===== src/rtl/kamus_mem_if.sv =====
// rtl/kamus_mem_if.sv - EX-side, data-memory and writeback signal bundle for kamus_mem
interface kamus_mem_if #(
   parameter int XLEN      = 32,
   parameter int REGADDR_W = 5
);
   logic                 ex_valid_i;
   logic                 ex_ready_o;
   logic                 ex_load_i;
   logic                 ex_store_i;
   logic [2:0]           ex_funct3_i;
   logic [XLEN-1:0]      ex_result_i;
   logic [XLEN-1:0]      ex_wdata_i;
   logic [REGADDR_W-1:0] ex_rd_i;

   logic                 dmem_req_o;
   logic                 dmem_we_o;
   logic [3:0]           dmem_be_o;
   logic [XLEN-1:0]      dmem_addr_o;
   logic [XLEN-1:0]      dmem_wdata_o;
   logic                 dmem_gnt_i;
   logic                 dmem_rvalid_i;
   logic [XLEN-1:0]      dmem_rdata_i;

   logic                 wb_valid_o;
   logic                 wb_we_o;
   logic [REGADDR_W-1:0] wb_rd_o;
   logic [XLEN-1:0]      wb_data_o;

   modport master (
      output ex_valid_i, ex_load_i, ex_store_i, ex_funct3_i, ex_result_i, ex_wdata_i, ex_rd_i,
      output dmem_gnt_i, dmem_rvalid_i, dmem_rdata_i,
      input  ex_ready_o, dmem_req_o, dmem_we_o, dmem_be_o, dmem_addr_o, dmem_wdata_o,
      input  wb_valid_o, wb_we_o, wb_rd_o, wb_data_o
   );

   modport slave (
      input  ex_valid_i, ex_load_i, ex_store_i, ex_funct3_i, ex_result_i, ex_wdata_i, ex_rd_i,
      input  dmem_gnt_i, dmem_rvalid_i, dmem_rdata_i,
      output ex_ready_o, dmem_req_o, dmem_we_o, dmem_be_o, dmem_addr_o, dmem_wdata_o,
      output wb_valid_o, wb_we_o, wb_rd_o, wb_data_o
   );
endinterface


===== src/rtl/kamus_mem.sv =====
// rtl/kamus_mem.sv - memory-access stage: dmem req/gnt/rvalid port, load align/extend, registered writeback
// Optional: KAMUS_MEM_MISALIGN_TRAP_EN adds misalign_o/misalign_addr_o and suppresses misaligned accesses.
module kamus_mem #(
   parameter int XLEN      = 32,
   parameter int REGADDR_W = 5
) (
   input  logic                 clk_i,
   input  logic                 rst_i,
   kamus_mem_if.slave           bus
`ifdef KAMUS_MEM_MISALIGN_TRAP_EN
   ,
   output logic                 misalign_o,
   output logic [XLEN-1:0]      misalign_addr_o
`endif
);

   typedef enum logic [1:0] {S_IDLE, S_REQ, S_WAIT} state_e;
   typedef enum logic [1:0] {SZ_B, SZ_H, SZ_W} size_e;

   state_e               state_q, state_d;
   logic                 req_q, req_d;
   logic                 we_q, we_d;
   logic [3:0]           be_q, be_d;
   logic [XLEN-1:0]      addr_q, addr_d;
   logic [XLEN-1:0]      wdata_q, wdata_d;
   logic                 wb_valid_q, wb_valid_d;
   logic                 wb_we_q, wb_we_d;
   logic [REGADDR_W-1:0] wb_rd_q, wb_rd_d;
   logic [XLEN-1:0]      wb_data_q, wb_data_d;
   logic [1:0]           off_q, off_d;
   logic [2:0]           f3_q, f3_d;
   logic [REGADDR_W-1:0] rd_q, rd_d;
`ifdef KAMUS_MEM_MISALIGN_TRAP_EN
   logic                 mis_q, mis_d;
   logic [XLEN-1:0]      mis_addr_q, mis_addr_d;
`endif

   function automatic size_e size_of(input logic [2:0] f3);
      case (f3)
         3'b000, 3'b100: size_of = SZ_B;
         3'b001, 3'b101: size_of = SZ_H;
         default:        size_of = SZ_W;
      endcase
   endfunction

   logic            accept, is_st, is_ld, is_mem, misal;
   size_e           ex_size;
   logic [1:0]      ex_off;
   logic [XLEN-1:0] rd_shift;
   logic [15:0]     rd_half;
   logic [XLEN-1:0] ld_value;

   assign accept  = bus.ex_valid_i && (state_q == S_IDLE);
   assign is_st   = bus.ex_store_i;
   assign is_ld   = bus.ex_load_i && !bus.ex_store_i;
   assign is_mem  = is_st || is_ld;
   assign ex_size = size_of(bus.ex_funct3_i);
   assign ex_off  = bus.ex_result_i[1:0];

`ifdef KAMUS_MEM_MISALIGN_TRAP_EN
   assign misal = is_mem && (((ex_size == SZ_H) && ex_off[0]) || ((ex_size == SZ_W) && (ex_off != 2'b00)));
`else
   assign misal = 1'b0;
`endif

   // Byte extraction ignores off_q[1:0] bits that are meaningless for the access size.
   assign rd_shift = bus.dmem_rdata_i >> {off_q, 3'b000};
   assign rd_half  = off_q[1] ? bus.dmem_rdata_i[31:16] : bus.dmem_rdata_i[15:0];

   always_comb begin
      ld_value = bus.dmem_rdata_i;
      case (f3_q)
         3'b000:  ld_value = {{24{rd_shift[7]}}, rd_shift[7:0]};
         3'b100:  ld_value = {24'h0, rd_shift[7:0]};
         3'b001:  ld_value = {{16{rd_half[15]}}, rd_half};
         3'b101:  ld_value = {16'h0, rd_half};
         default: ld_value = bus.dmem_rdata_i;
      endcase
   end

   always_comb begin
      state_d    = state_q;
      req_d      = req_q;
      we_d       = we_q;
      be_d       = be_q;
      addr_d     = addr_q;
      wdata_d    = wdata_q;
      wb_valid_d = 1'b0;
      wb_we_d    = wb_we_q;
      wb_rd_d    = wb_rd_q;
      wb_data_d  = wb_data_q;
      off_d      = off_q;
      f3_d       = f3_q;
      rd_d       = rd_q;
`ifdef KAMUS_MEM_MISALIGN_TRAP_EN
      mis_d      = 1'b0;
      mis_addr_d = '0;
`endif
      case (state_q)
         S_IDLE: begin
            if (accept) begin
               if (is_mem && !misal) begin
                  state_d = S_REQ;
                  req_d   = 1'b1;
                  we_d    = is_st;
                  addr_d  = {bus.ex_result_i[XLEN-1:2], 2'b00};
                  off_d   = ex_off;
                  f3_d    = bus.ex_funct3_i;
                  rd_d    = bus.ex_rd_i;
                  be_d    = 4'b1111;
                  wdata_d = bus.ex_wdata_i;
                  if (is_st) begin
                     case (ex_size)
                        SZ_B: begin
                           be_d    = 4'b0001 << ex_off;
                           wdata_d = {4{bus.ex_wdata_i[7:0]}};
                        end
                        SZ_H: begin
                           be_d    = ex_off[1] ? 4'b1100 : 4'b0011;
                           wdata_d = {2{bus.ex_wdata_i[15:0]}};
                        end
                        default: be_d = 4'b1111;
                     endcase
                  end
               end else begin
                  wb_valid_d = 1'b1;
                  wb_we_d    = !is_mem && (bus.ex_rd_i != '0);
                  wb_rd_d    = bus.ex_rd_i;
                  wb_data_d  = bus.ex_result_i;
`ifdef KAMUS_MEM_MISALIGN_TRAP_EN
                  mis_d      = misal;
                  mis_addr_d = misal ? bus.ex_result_i : '0;
`endif
               end
            end
         end
         S_REQ: begin
            if (bus.dmem_gnt_i) begin
               req_d = 1'b0;
               if (we_q) begin
                  state_d    = S_IDLE;
                  wb_valid_d = 1'b1;
                  wb_we_d    = 1'b0;
                  wb_rd_d    = rd_q;
               end else begin
                  state_d = S_WAIT;
               end
            end
         end
         S_WAIT: begin
            if (bus.dmem_rvalid_i) begin
               state_d    = S_IDLE;
               wb_valid_d = 1'b1;
               wb_we_d    = (rd_q != '0);
               wb_rd_d    = rd_q;
               wb_data_d  = ld_value;
            end
         end
         default: begin
            state_d = S_IDLE;
            req_d   = 1'b0;
         end
      endcase
   end

   always_ff @(posedge clk_i or posedge rst_i) begin
      if (rst_i) begin
         state_q    <= S_IDLE;
         req_q      <= 1'b0;
         we_q       <= 1'b0;
         be_q       <= '0;
         addr_q     <= '0;
         wdata_q    <= '0;
         wb_valid_q <= 1'b0;
         wb_we_q    <= 1'b0;
         wb_rd_q    <= '0;
         wb_data_q  <= '0;
         off_q      <= '0;
         f3_q       <= '0;
         rd_q       <= '0;
`ifdef KAMUS_MEM_MISALIGN_TRAP_EN
         mis_q      <= 1'b0;
         mis_addr_q <= '0;
`endif
      end else begin
         state_q    <= state_d;
         req_q      <= req_d;
         we_q       <= we_d;
         be_q       <= be_d;
         addr_q     <= addr_d;
         wdata_q    <= wdata_d;
         wb_valid_q <= wb_valid_d;
         wb_we_q    <= wb_we_d;
         wb_rd_q    <= wb_rd_d;
         wb_data_q  <= wb_data_d;
         off_q      <= off_d;
         f3_q       <= f3_d;
         rd_q       <= rd_d;
`ifdef KAMUS_MEM_MISALIGN_TRAP_EN
         mis_q      <= mis_d;
         mis_addr_q <= mis_addr_d;
`endif
      end
   end

   assign bus.ex_ready_o   = (state_q == S_IDLE);
   assign bus.dmem_req_o   = req_q;
   assign bus.dmem_we_o    = we_q;
   assign bus.dmem_be_o    = be_q;
   assign bus.dmem_addr_o  = addr_q;
   assign bus.dmem_wdata_o = wdata_q;
   assign bus.wb_valid_o   = wb_valid_q;
   assign bus.wb_we_o      = wb_we_q;
   assign bus.wb_rd_o      = wb_rd_q;
   assign bus.wb_data_o    = wb_data_q;
`ifdef KAMUS_MEM_MISALIGN_TRAP_EN
   assign misalign_o       = mis_q;
   assign misalign_addr_o  = mis_addr_q;
`endif

endmodule


===== src/flat_wrapper.sv =====
// flat-port wrapper written by rule: the top's interface ports become plain ports
module kamus_mem_flat 
#(
   parameter int XLEN      = 32,
   parameter int REGADDR_W = 5
)
  (clk_i, rst_i, bus_ex_valid_i, bus_ex_load_i, bus_ex_store_i, bus_ex_funct3_i, bus_ex_result_i, bus_ex_wdata_i, bus_ex_rd_i, bus_dmem_gnt_i, bus_dmem_rvalid_i, bus_dmem_rdata_i, bus_ex_ready_o, bus_dmem_req_o, bus_dmem_we_o, bus_dmem_be_o, bus_dmem_addr_o, bus_dmem_wdata_o, bus_wb_valid_o, bus_wb_we_o, bus_wb_rd_o, bus_wb_data_o);
  kamus_mem_if #(.XLEN(XLEN), .REGADDR_W(REGADDR_W)) bus_i ();
  input  logic clk_i;
  input  logic rst_i;
  input wire logic [$bits(bus_i.ex_valid_i)-1:0] bus_ex_valid_i;
  input wire logic [$bits(bus_i.ex_load_i)-1:0] bus_ex_load_i;
  input wire logic [$bits(bus_i.ex_store_i)-1:0] bus_ex_store_i;
  input wire logic [$bits(bus_i.ex_funct3_i)-1:0] bus_ex_funct3_i;
  input wire logic [$bits(bus_i.ex_result_i)-1:0] bus_ex_result_i;
  input wire logic [$bits(bus_i.ex_wdata_i)-1:0] bus_ex_wdata_i;
  input wire logic [$bits(bus_i.ex_rd_i)-1:0] bus_ex_rd_i;
  input wire logic [$bits(bus_i.dmem_gnt_i)-1:0] bus_dmem_gnt_i;
  input wire logic [$bits(bus_i.dmem_rvalid_i)-1:0] bus_dmem_rvalid_i;
  input wire logic [$bits(bus_i.dmem_rdata_i)-1:0] bus_dmem_rdata_i;
  output wire logic [$bits(bus_i.ex_ready_o)-1:0] bus_ex_ready_o;
  output wire logic [$bits(bus_i.dmem_req_o)-1:0] bus_dmem_req_o;
  output wire logic [$bits(bus_i.dmem_we_o)-1:0] bus_dmem_we_o;
  output wire logic [$bits(bus_i.dmem_be_o)-1:0] bus_dmem_be_o;
  output wire logic [$bits(bus_i.dmem_addr_o)-1:0] bus_dmem_addr_o;
  output wire logic [$bits(bus_i.dmem_wdata_o)-1:0] bus_dmem_wdata_o;
  output wire logic [$bits(bus_i.wb_valid_o)-1:0] bus_wb_valid_o;
  output wire logic [$bits(bus_i.wb_we_o)-1:0] bus_wb_we_o;
  output wire logic [$bits(bus_i.wb_rd_o)-1:0] bus_wb_rd_o;
  output wire logic [$bits(bus_i.wb_data_o)-1:0] bus_wb_data_o;
  assign bus_i.ex_valid_i = bus_ex_valid_i;
  assign bus_i.ex_load_i = bus_ex_load_i;
  assign bus_i.ex_store_i = bus_ex_store_i;
  assign bus_i.ex_funct3_i = bus_ex_funct3_i;
  assign bus_i.ex_result_i = bus_ex_result_i;
  assign bus_i.ex_wdata_i = bus_ex_wdata_i;
  assign bus_i.ex_rd_i = bus_ex_rd_i;
  assign bus_i.dmem_gnt_i = bus_dmem_gnt_i;
  assign bus_i.dmem_rvalid_i = bus_dmem_rvalid_i;
  assign bus_i.dmem_rdata_i = bus_dmem_rdata_i;
  assign bus_ex_ready_o = bus_i.ex_ready_o;
  assign bus_dmem_req_o = bus_i.dmem_req_o;
  assign bus_dmem_we_o = bus_i.dmem_we_o;
  assign bus_dmem_be_o = bus_i.dmem_be_o;
  assign bus_dmem_addr_o = bus_i.dmem_addr_o;
  assign bus_dmem_wdata_o = bus_i.dmem_wdata_o;
  assign bus_wb_valid_o = bus_i.wb_valid_o;
  assign bus_wb_we_o = bus_i.wb_we_o;
  assign bus_wb_rd_o = bus_i.wb_rd_o;
  assign bus_wb_data_o = bus_i.wb_data_o;
  kamus_mem #(.XLEN(XLEN), .REGADDR_W(REGADDR_W)) u_core (.clk_i(clk_i), .rst_i(rst_i), .bus(bus_i));
endmodule

===== config.mk =====
export PLATFORM = sky130hd
export DESIGN_NAME = kamus_mem_flat
export DESIGN_NICKNAME = d
export VERILOG_FILES = /design/src/rtl/kamus_mem_if.sv /design/src/rtl/kamus_mem.sv /design/src/flat_wrapper.sv
export SDC_FILE = /design/constraint.sdc
export NUM_CORES = 1
export LEC_CHECK = 0
export ABC_AREA = 1
export CAP_MARGIN = 20
export CORE_ASPECT_RATIO = 1.4
export CORE_UTILIZATION = 49
export DETAILED_ROUTE_END_ITERATION = 12
export PLACE_DENSITY = 0.95
export RECOVER_POWER = 50
export SYNTH_ARGS = -nofsm -noshare
export SYNTH_HDL_FRONTEND = slang
export SYNTH_SLANG_ARGS = --single-unit

===== constraint.sdc =====
create_clock -name clk_i -period 8.55 [get_ports clk_i]
set_clock_uncertainty 0.15 [all_clocks]
set_input_delay 1.2825 -clock clk_i [delete_from_list [all_inputs] [get_ports clk_i]]
set_output_delay 1.2825 -clock clk_i [all_outputs]
set_load 0.02 [all_outputs]

== Word-level counts from Yosys, hierarchy flattened ==
Cells that the tools add are included.

* Bits of input ports: 111
* Logic and storage cells: 92
* Bits in registers: 119

* Reductions and logical operators: 21
* Eq/ne operators: 15
* Shift operators: 2
* Mux-type cells: 40
* Bitwise logic cells: 1

{| class="wikitable"
|+ Operators with widths
! cell !! number
|-
| $mux 32 || 4
|-
| $pmux 32 s2 || 2
|-
| $pmux 32 s4 || 1
|-
| $shr 32x5->8 || 1
|-
| $mux 5 || 5
|-
| $mux 16 || 1
|-
| $pmux 5 s3 || 1
|-
| $mux 1 || 13
|-
| $eq 3x3->1 const B || 4
|-
| $reduce_and 4->1 || 3
|-
| $mux 2 || 5
|-
| $reduce_bool 5->1 || 2
|-
| $pmux 1 s3 || 3
|-
| $mux 4 || 2
|-
| $pmux 4 s2 || 1
|-
| $eq 3x1->1 const B || 2
|-
| $logic_not 3->1 || 2
|-
| $ne 2x1->1 const B || 3
|-
| $ne 2x2->1 const B || 3
|-
| $pmux 2 s3 || 1
|-
| $reduce_and 6->1 || 1
|-
| $eq 2x1->1 const B || 2
|-
| $logic_not 2->1 || 2
|-
| $pmux 2 s2 || 1
|-
| 10 further kinds || 14
|}

== Longest topological paths before layout ==
Gate-level depths: netlist (run 1).

* Depth in word-level cells: 8
* Gate-level depth with buffers: 10
* Mapped depth without buffers: 10

== Worst setup path before layout (run 1) ==
Ideal clock, no wire load.

* Kind: input -> register
* Start: input bus_ex_store_i
* End: register u_core.wb_data_q[7], in the netlist u_core.bus.wb_data_o[7]
* Library setup time: 117 ps
* Stages on the path: 8
* Path slack: 6249 ps
* Arrival: 2034 ps
* Cells stage by stage: nor2_4 > nor2_8 > inv_2 > nand3_2 > buf_4 > buf_6 > nand2_1 > nand2_1

* Longest elaborated chain between the ends: 5

{| class="wikitable"
|+ RTL lines
! item !! RTL line !! source
|-
| start: declaration || flat_wrapper.sv:13 || <nowiki>input wire logic [$bits(bus_i.ex_store_i)-1:0] bus_ex_store_i;</nowiki>
|-
| $logic_not 1->1 || kamus_mem.sv:55 || <nowiki>assign is_ld = bus.ex_load_i && !bus.ex_store_i;</nowiki>
|-
| $logic_and 1x1->1 || kamus_mem.sv:55 ||
|-
| $logic_or 1x1->1 (*) || kamus_mem.sv:56 || <nowiki>assign is_mem = is_st || is_ld;</nowiki>
|-
| $ne 2x2->1 (no source line) (*) || n/a ||
|-
| $reduce_and 4->1 (no source line) (*) || n/a ||
|-
| end signal: assignment || kamus_mem.sv:195 || <nowiki>wb_data_q <= wb_data_d;</nowiki>
|-
| end: declaration || kamus_mem.sv:29 || <nowiki>logic [XLEN-1:0] wb_data_q, wb_data_d;</nowiki>
|}

Every way passes the cells marked *; elsewhere a longest branch is shown, timed or not.
A chain may end at the register's enable or synchronous reset.

== Worst setup path after layout (run 1) ==
* Start: input bus_ex_store_i
* End: register u_core.be_q[2], in the netlist u_core.bus.dmem_be_o[2]

* Longest elaborated chain between the ends: 4

{| class="wikitable"
|+ RTL lines
! item !! RTL line !! source
|-
| $logic_not 1->1 || kamus_mem.sv:55 ||
|-
| $logic_and 1x1->1 || kamus_mem.sv:55 ||
|-
| $logic_or 1x1->1 || kamus_mem.sv:56 ||
|-
| $reduce_and 3->1 (no source line) || n/a ||
|-
| end signal: assignment || kamus_mem.sv:171 || <nowiki>be_q <= '0;</nowiki>
|-
| end signal: assignment || kamus_mem.sv:189 || <nowiki>be_q <= be_d;</nowiki>
|-
| end: declaration || kamus_mem.sv:23 || <nowiki>logic [3:0] be_q, be_d;</nowiki>
|}

Several ways; a longest one is shown, not always the timed one.

==> summary.md, run 1 <==
Type of element launching the critical path: an input pin. Yosys mapped a number of flops with a built-in enable equal to 0. The type of the tightest min-delay check was register to register. Synthesis-to-layout area growth: 42.9%.

After synthesis, the share of flip-flops with an asynchronous set or reset is 100%. The tools report the final hold violation count as 0. From bottom edge to top edge, the die measures 135 µm. The run gives 6770 µm as the met1 wire length.

The critical path in this run is classified as input pin to register. The run gives 1 as the number of antenna violations at the first check in global routing. The run finished, with violations left.

Sorting the synthesized cells by area gives the leading types as sky130_fd_sc_hd__dfrtp_1 (48%), sky130_fd_sc_hd__nand2_1 (15%), sky130_fd_sc_hd__a21oi_1 (6.2%). Simple-gate share of the synthesized area: 27.0%. The area fraction of the dominant cell type after synthesis works out to 48.2%. The tightest hold path in the finished design has a slack of 0.322 ns.

The remaining global-route overflow was 0; the largest buffer count on any clock path was 2. For this design, the sink count on the clock tree is 119. The adder and majority gate portion of the synthesized area works out to 1.01%. For this run, design rule violations remaining after detail routing come to 0.

The register cell area after layout was 0.00298 mm²; the synthesized flop and latch total was 119. Combinational family with the most area after synthesis: simple AND/OR/NAND/NOR gates. Leaving out fill and tap cells, the most frequent cells in the layout are sky130_fd_sc_hd__nand2_1 (249), sky130_fd_sc_hd__clkdlybuf4s50_1 (120), sky130_fd_sc_hd__dfrtp_1 (119).

The setup check on the worst reg-to-reg path leaves a slack of 5.26 ns. The final critical path time including I/O delays and setup came out at 4.26 ns. The final reports fail on max-capacitance violations, max-slew violations. The share of cell area taken by muxes after synthesis works out to 0%. The xor-xnor portion of the synthesized cell area works out to 0%. Number of max-capacitance violations reported: 1.

The achievable clock frequency came out at 235 MHz. Global routing used 29.2% of the available tracks. For the count of instances resized after the clock tree is built, the log shows 0.

TritonCTS built the clock tree. The library cell occupying the most area in the post-synthesis netlist is sky130_fd_sc_hd__dfrtp_1. Once placement completed, the tool counted placed cells totaling 1133. The floorplan row count was 48. Post-synthesis instance area: 0.00618 mm². The logs give 0.41 ns for the clock latency of the later-clocked register in the worst-skew pair and 30000 µm for the global-route wire length before repair.

The HPWL after detailed placement came out at 13300 µm. In this run the count of I/O pins placed on the die edge is 221. The via density per instance is 5.34, and the routed length per placed instance is 16.1 µm. The critical path goes through dlygate4sd3_1, nor2_1, nor2_8, nand2_1, buf_4, inv_2, nand2_1, o211ai_1. Buffers placed on the I/O ports in this run total 218. The logs give 4.36 nW for the leakage dissipation and 4 for the number of H-tree levels.

The peak ir drop on the vdd network is 0.000233 V, and the transition time at the pin with the least slew margin is 2.36 ns. Before antenna repair, the detailed router went through 5 iterations. The multi-input combinational cells in the finished layout cover a total of 0.00255 mm². The run gives 911 as the number of inserted filler cells in the final layout. The stage delay of the slowest cell on the critical path works out to 0.82 ns.

0 antenna diodes ended up in the layout. The slowest stage of the critical path is the sky130_fd_sc_hd__buf_4 cell. The cell occurring most often along the worst timing path was sky130_fd_sc_hd__nand2_1. The root buffer cell chosen for the clock tree is sky130_fd_sc_hd__clkbuf_16. Buffers inserted to repair hold after CTS numbered 0.

The kind of cell with the highest combined delay along the critical path is buffers and inverters. Total count of max-transition violations in the final report: 56. Synthesis handed over a netlist of 802 instances.

The logs give 0 for the total setup buffers inserted after CTS and 50.2% for the starting utilization of the core area. Routability-driven placement finished with a final weighted congestion of 0.932. For the critical path data arrival time, the log shows 4.39 ns.

During synthesis, Yosys emitted a total of 0 warnings. The highest net fanout along the worst path works out to 96. The worst relative slew slack was -58.3%; the post-route non-filler standard cell count was 1166.

Among all flip-flop cells after synthesis, the most frequent one is sky130_fd_sc_hd__dfrtp_1. The uppermost signal routing layer after detailed routing was met5. The number of clock buffers inserted by TritonCTS is 17, and the complex-gate fraction of the synthesized area is 13.5%.

The detail route stage leaves a number of antenna-violating nets equal to 0. The floorplan step defined a core boundary enclosing 0.0123 mm². Setup repair after global routing left no endpoint under its margin.

The run gives 8.68 ns as the required time at the worst-slack endpoint. The library cell used most frequently in the layout, excluding fill and tap cells, is sky130_fd_sc_hd__nand2_1. The via count was 6224. For the layout net count, the log shows 1119.

The register clock-pin slew on the reported worst setup and hold paths is 0.06 ns, and the die outline width is 96.9 µm. The mean instance size in the synthesized netlist was 7.71 µm². Entering global routing, the biggest net connects 97 pins. The routed design uses 1450 µm of met3 wire. The final critical path takes up 49.8% of the cycle.

Together, buffers and inverters on the worst path number 3. The floorplan step defined a die boundary enclosing 0.0131 mm². The logs give 0 for the number of endpoints failing setup at the final stage and 9680 µm for the length of routed met2 wiring. The share of synthesized area occupied by flip-flops and latches is 48.2%, and the via count of the first global-routing pass is 6174. Dividing total power by cell area gives a power density of 396 mW/mm². For the distinct cell type count of the synthesized netlist, the log shows 31.

Critical path endpoint category: a register. For the routed wire length, the log shows 18800 µm. The final total negative setup slack came out at 0 ns. For the first-iteration detailed-routing DRC count, the log shows 416. Of the cells placed in the final design, the portion with a size suffix greater than 1 is 5.81%.
path summary, 6_finish.rpt:
| path | from | end | depth (start not counted) |
|---|---|---|---|
| setup / recovery | bus_ex_store_i | u_core.bus.dmem_be_o[2]$_DFFE_PP0P_ | 8 |
| min in group asynchronous | rst_i | u_core.bus.wb_rd_o[2]$_DFFE_PP0P_ | 2 |
| setup reg to reg | u_core.state_q[0]$_DFFE_PP0P_ | u_core.bus.dmem_be_o[2]$_DFFE_PP0P_ | 9 |
| hold / removal | u_core.bus.wb_we_o$_DFFE_PP0P_ | u_core.bus.wb_we_o$_DFFE_PP0P_ | 2 |
| max in group asynchronous | rst_i | u_core.bus.wb_data_o[31]$_DFFE_PP0P_ | 3 |
| hold reg to reg | u_core.bus.wb_we_o$_DFFE_PP0P_ | u_core.bus.wb_we_o$_DFFE_PP0P_ | 2 |
stage by stage:
| step | util (%) | cell area (µm²) | total power, mW | setup WS, ns |
|---|---|---|---|---|
| finish | 71.7 | 8830 | 3.49 | 4.29 |
| global route | 71.7 | 8830 | 3.72 | 4.08 |
| CTS | 71.8 | 8840 | 3.59 | 4.90 |
| detailed placement | 67.1 | 8260 | 2.87 | 4.57 |
| global placement | 67.1 | 8260 | 2.81 | 4.65 |
| floorplan | - | 6190 | 2.17 | 3.96 |
area by class of cell:
class | count | share of cell area, %
clock buffers | 18 | 4.97
clock inverters | 14 | 1.59
inverters | 83 | 3.57
multi-input cells | 560 | 28.9
flip-flops and latches | 119 | 33.7
well taps | 150 | 2.12
repair buffers | 222 | 25.2
where the power goes:
| part | switching (mW) | internal, mW |
|---|---|---|
| clock network | 0.284 | 0.414 |
| logic | 1.07 | 0.696 |
| registers | 0.191 | 0.836 |
worst min-delay path: cells and delay by family, from the launching register on:
kind             cells  cell delay, ns
AND/OR/NAND/NOR      2            0.10
flip-flops           1            0.34
state kept, by name, indices dropped and copies added, names as in the netlist, 2 cells and up:
register	cells
u_core.bus.dmem_wdata_o	32
u_core.bus.wb_data_o	32
u_core.bus.dmem_addr_o	30
u_core.bus.wb_rd_o	5
u_core.rd_q	5
u_core.bus.dmem_be_o	4
u_core.f3_q	3
u_core.off_q	2
u_core.state_q	2
cell families (layout without fill, tap and decap cells):
| family | Yosys count | count (layout) |
|---|---|---|
| fa+ha+maj | 5 | 5 |
| simple gates | 395 | 395 |
| compound gates | 158 | 158 |
| other cells | 1 | 2 |
| flops | 119 | 119 |
| buf+inv | 124 | 337 |
synth_stat cells, types with 4 or more instances:
library cell and instances:
sky130_fd_sc_hd__o21ai_1 20, sky130_fd_sc_hd__nand3_1 39, sky130_fd_sc_hd__buf_4 10, sky130_fd_sc_hd__nor2_1 85, sky130_fd_sc_hd__clkbuf_1 5, sky130_fd_sc_hd__buf_2 7, sky130_fd_sc_hd__inv_2 7, sky130_fd_sc_hd__ha_1 5
sky130_fd_sc_hd__o22ai_1 8, sky130_fd_sc_hd__nand2_1 248, sky130_fd_sc_hd__o211ai_1 12, sky130_fd_sc_hd__o21ai_0 38, sky130_fd_sc_hd__buf_6 16, sky130_fd_sc_hd__dfrtp_1 119, sky130_fd_sc_hd__nand2_2 4, sky130_fd_sc_hd__inv_1 75
sky130_fd_sc_hd__a21oi_1 77
layer usage:
metal  track usage [%]  vias up
li1                  -     2957
met1              32.1     2875
met2              51.1      324
met3              7.97       66
met4              16.2        2
met5                 0        -
(Power assumes the default switching activity.)
==> run 2: changes to the inputs <==
Settings changed: CORE_UTILIZATION 49 to 41, PLACE_DENSITY 0.95 to 0.86.
Clock period 8.55 ns to 3.6 ns, I/O delays scaled along.
==> run 2 against run 1 <==
- the run still ends with max-capacitance violations, max-slew violations left
- critical path type is now register to register
- via count shrank 3.6%
- first-iteration DRC count down 27%
- highest routed layer is now met4
- flip-flop and latch count unchanged
- clock power is 140% higher
- power up 140%
- critical path depth unchanged
- hold slack worse by 0.00087 ns
==> summary.md, run 2 (synthesis gave the netlist of run 1 again) <==
The area growth from synthesis to layout is 43.9%. The worst hold path belongs to the class register to register. The tools report the total count of max-transition violations in the final report as 120. For the post-route antenna net violation count, the log shows 0. In this run the tool buffered the top-level ports with 218 buffer cells.

After clock tree synthesis, the clock-pin slew on the worst setup and hold paths is 0.06 ns. The floorplan step set the die height to 147 µm. In this run the worst path has a maximum fanout of 44. For the final hold violation count, the log shows 0.

The final total negative setup slack was 0 ns; the number of detailed-routing iterations run before antenna repair was 5. Last weighted congestion value of the routability-driven placer: 0.862. The run gives 0 as the total setup buffers inserted after CTS. Number of antenna violations at the first check in global routing: 1. The number of buffers and inverters on the critical path is 3. The analysis attributes to cell leakage a power of 4.31 nW. The routed layout has 6003 vias.

The H-tree was split into 4 levels. Once the floorplan was initialized, standard cells occupied 42.4% of the core. For the count of unresolved DRC violations after routing, the log shows 0. TritonCTS built the clock tree. The logs give 0.863 ns for the final setup slack of the worst path and 0.0146 mm² for the area inside the core boundary. The run gives 52 as the floorplan row count. Class of the most critical setup path: register to register. The total overflow left after global routing is 0. The tools report the routed wire length as 18500 µm.

For the number of inserted filler cells in the final layout, the log shows 1301. The signal on the critical path passes through inv_1, ha_1, inv_1, nor2_1, nand2_4, inv_2, nand2_1, o211ai_1. The flow ran to the end, but the final reports show violations. Number of max-capacitance violations reported: 1. Post-layout total power: 8.36 mW. Entering global routing, the biggest net connects 120 pins.

The count of cells in the finished layout, fillers not included, comes to 1208. The clock latency of the later-clocked register in the worst-skew pair was 0.40 ns. The final critical path time including I/O delays and setup was 2.74 ns; the overall routing resource usage was 24.0%.

The run gives 2 as the largest buffer count on any clock path. The total power divided by cell area is 939 mW/mm². The worst relative slew slack is -9.42%. Number of sinks driven by the clock tree: 119.

Pin placement for this block handled 221 I/O pins. After the last flow step, the layout net total stands at 1121. The worst path uses 76.0% of the clock period. The die covers 0.0156 mm². Critical path endpoint category: a register.

After detailed placement, the design holds a cell count of 1175. Setup violations remaining at the end of the flow were counted as 0. At the worst endpoint, the required time is 3.76 ns. The achievable clock frequency was 365 MHz; the fraction of layout instances using a drive strength above 1 was 6.09%.

The top cell types in the final layout, fill and taps aside, are sky130_fd_sc_hd__nand2_1 (248), sky130_fd_sc_hd__clkdlybuf4s50_1 (170), sky130_fd_sc_hd__dfrtp_1 (119). The worst slack at placement was 0.967 ns; the via density per instance was 4.97. The floorplan step set the die width to 106 µm. The slowest stage of the critical path is the sky130_fd_sc_hd__nor2_1 cell. The cell family contributing the most delay on the critical path is simple AND/OR/NAND/NOR gates. The logs give 17 for the number of clock buffers inserted by TritonCTS and 13500 µm for the HPWL after detailed placement. In this design, the critical path's most frequently occurring cell is sky130_fd_sc_hd__inv_1. The logs give 0 for the number of buffers inserted for hold repair after clock tree synthesis and 302 for the first-iteration detailed-routing DRC count.

For the pin with the worst max-slew slack, the measured transition is 1.64 ns. The logs give 5833 for the via count of the first global-routing pass and 2.90 ns for the critical path data arrival time. Dividing the detail-routed wire length by the instance count gives 15.3 µm.

The library cell used most frequently in the layout, excluding fill and tap cells, is sky130_fd_sc_hd__nand2_1. For this run, the slowest stage of the critical path takes 0.41 ns. The checks that failed: max-capacitance violations, max-slew violations. Setup repair after global routing left no endpoint under its margin.

The tree is rooted in a sky130_fd_sc_hd__clkbuf_16. The worst-case IR drop observed on VDD is 0.000540 V. The global-route wire length before repair came out at 29200 µm.

After clock tree synthesis, the repair step resized 0 gates. STA classifies the critical path startpoint as a register.
==> run 2: worst paths after layout <==
check | start | end | slack [ns] | cells after the start
min reg2reg | u_core.bus.wb_data_o[7]$_DFFE_PP0P_ | u_core.bus.wb_data_o[7]$_DFFE_PP0P_ | 0.32 | 2
max in group asynchronous | rst_i | u_core.bus.dmem_req_o$_DFFE_PP0P_ | 1.17 | 3
max reg2reg | u_core.state_q[0]$_DFFE_PP0P_ | u_core.bus.dmem_be_o[3]$_DFFE_PP0P_ | 0.86 | 8
min in group asynchronous | rst_i | u_core.bus.wb_rd_o[2]$_DFFE_PP0P_ | 1.02 | 3
max | u_core.state_q[0]$_DFFE_PP0P_ | u_core.bus.dmem_be_o[3]$_DFFE_PP0P_ | 0.86 | 8
min | u_core.bus.wb_data_o[7]$_DFFE_PP0P_ | u_core.bus.wb_data_o[7]$_DFFE_PP0P_ | 0.32 | 2
==> run 2: worst min-delay path, delay by kind of cell (launching register included) <==
kind             cells  cell delay [ns]
and+or+nand+nor      2             0.10
DFF                  1             0.34
==> run 2: per-stage QoR <==
step	hold slack (ns)	util, %	cell area, µm²
6_report	0.321	61.1	8900
5_1_grt	0.350	61.1	8900
3_3_place_gp	0.313	57.3	8350
2_1_floorplan	0.313	-	6190
4_1_cts	0.331	61.3	8930
3_5_place_dp	0.315	57.3	8350
==> run 2: cell type report <==
class	instances	area (µm²)	area share, %
diodes	1	2.50	0.0281
clock buffers	18	429	4.82
clock inverters	14	153	1.72
inverters	83	318	3.57
multi-input cells	560	2560	28.8
flip-flops and latches	119	2980	33.5
well taps	189	236	2.66
repair buffers	224	2220	25.0
==> run 2: routing by layer <==
metal	up-vias	GRT usage [%]	part of all wire [%]
met5	-	0	0
met4	0	10.3	3.3
met3	42	6.34	6.7
met2	249	41.5	50
met1	2753	27.7	40
li1	2959	-	-
==> run 2: where the power goes <==
part	switching [mW]	total, mW	internal (mW)
sequential	0.439	2.43	1.99
combinational	2.53	4.26	1.73
clock	0.647	1.67	1.02
total	3.62	8.36	4.74
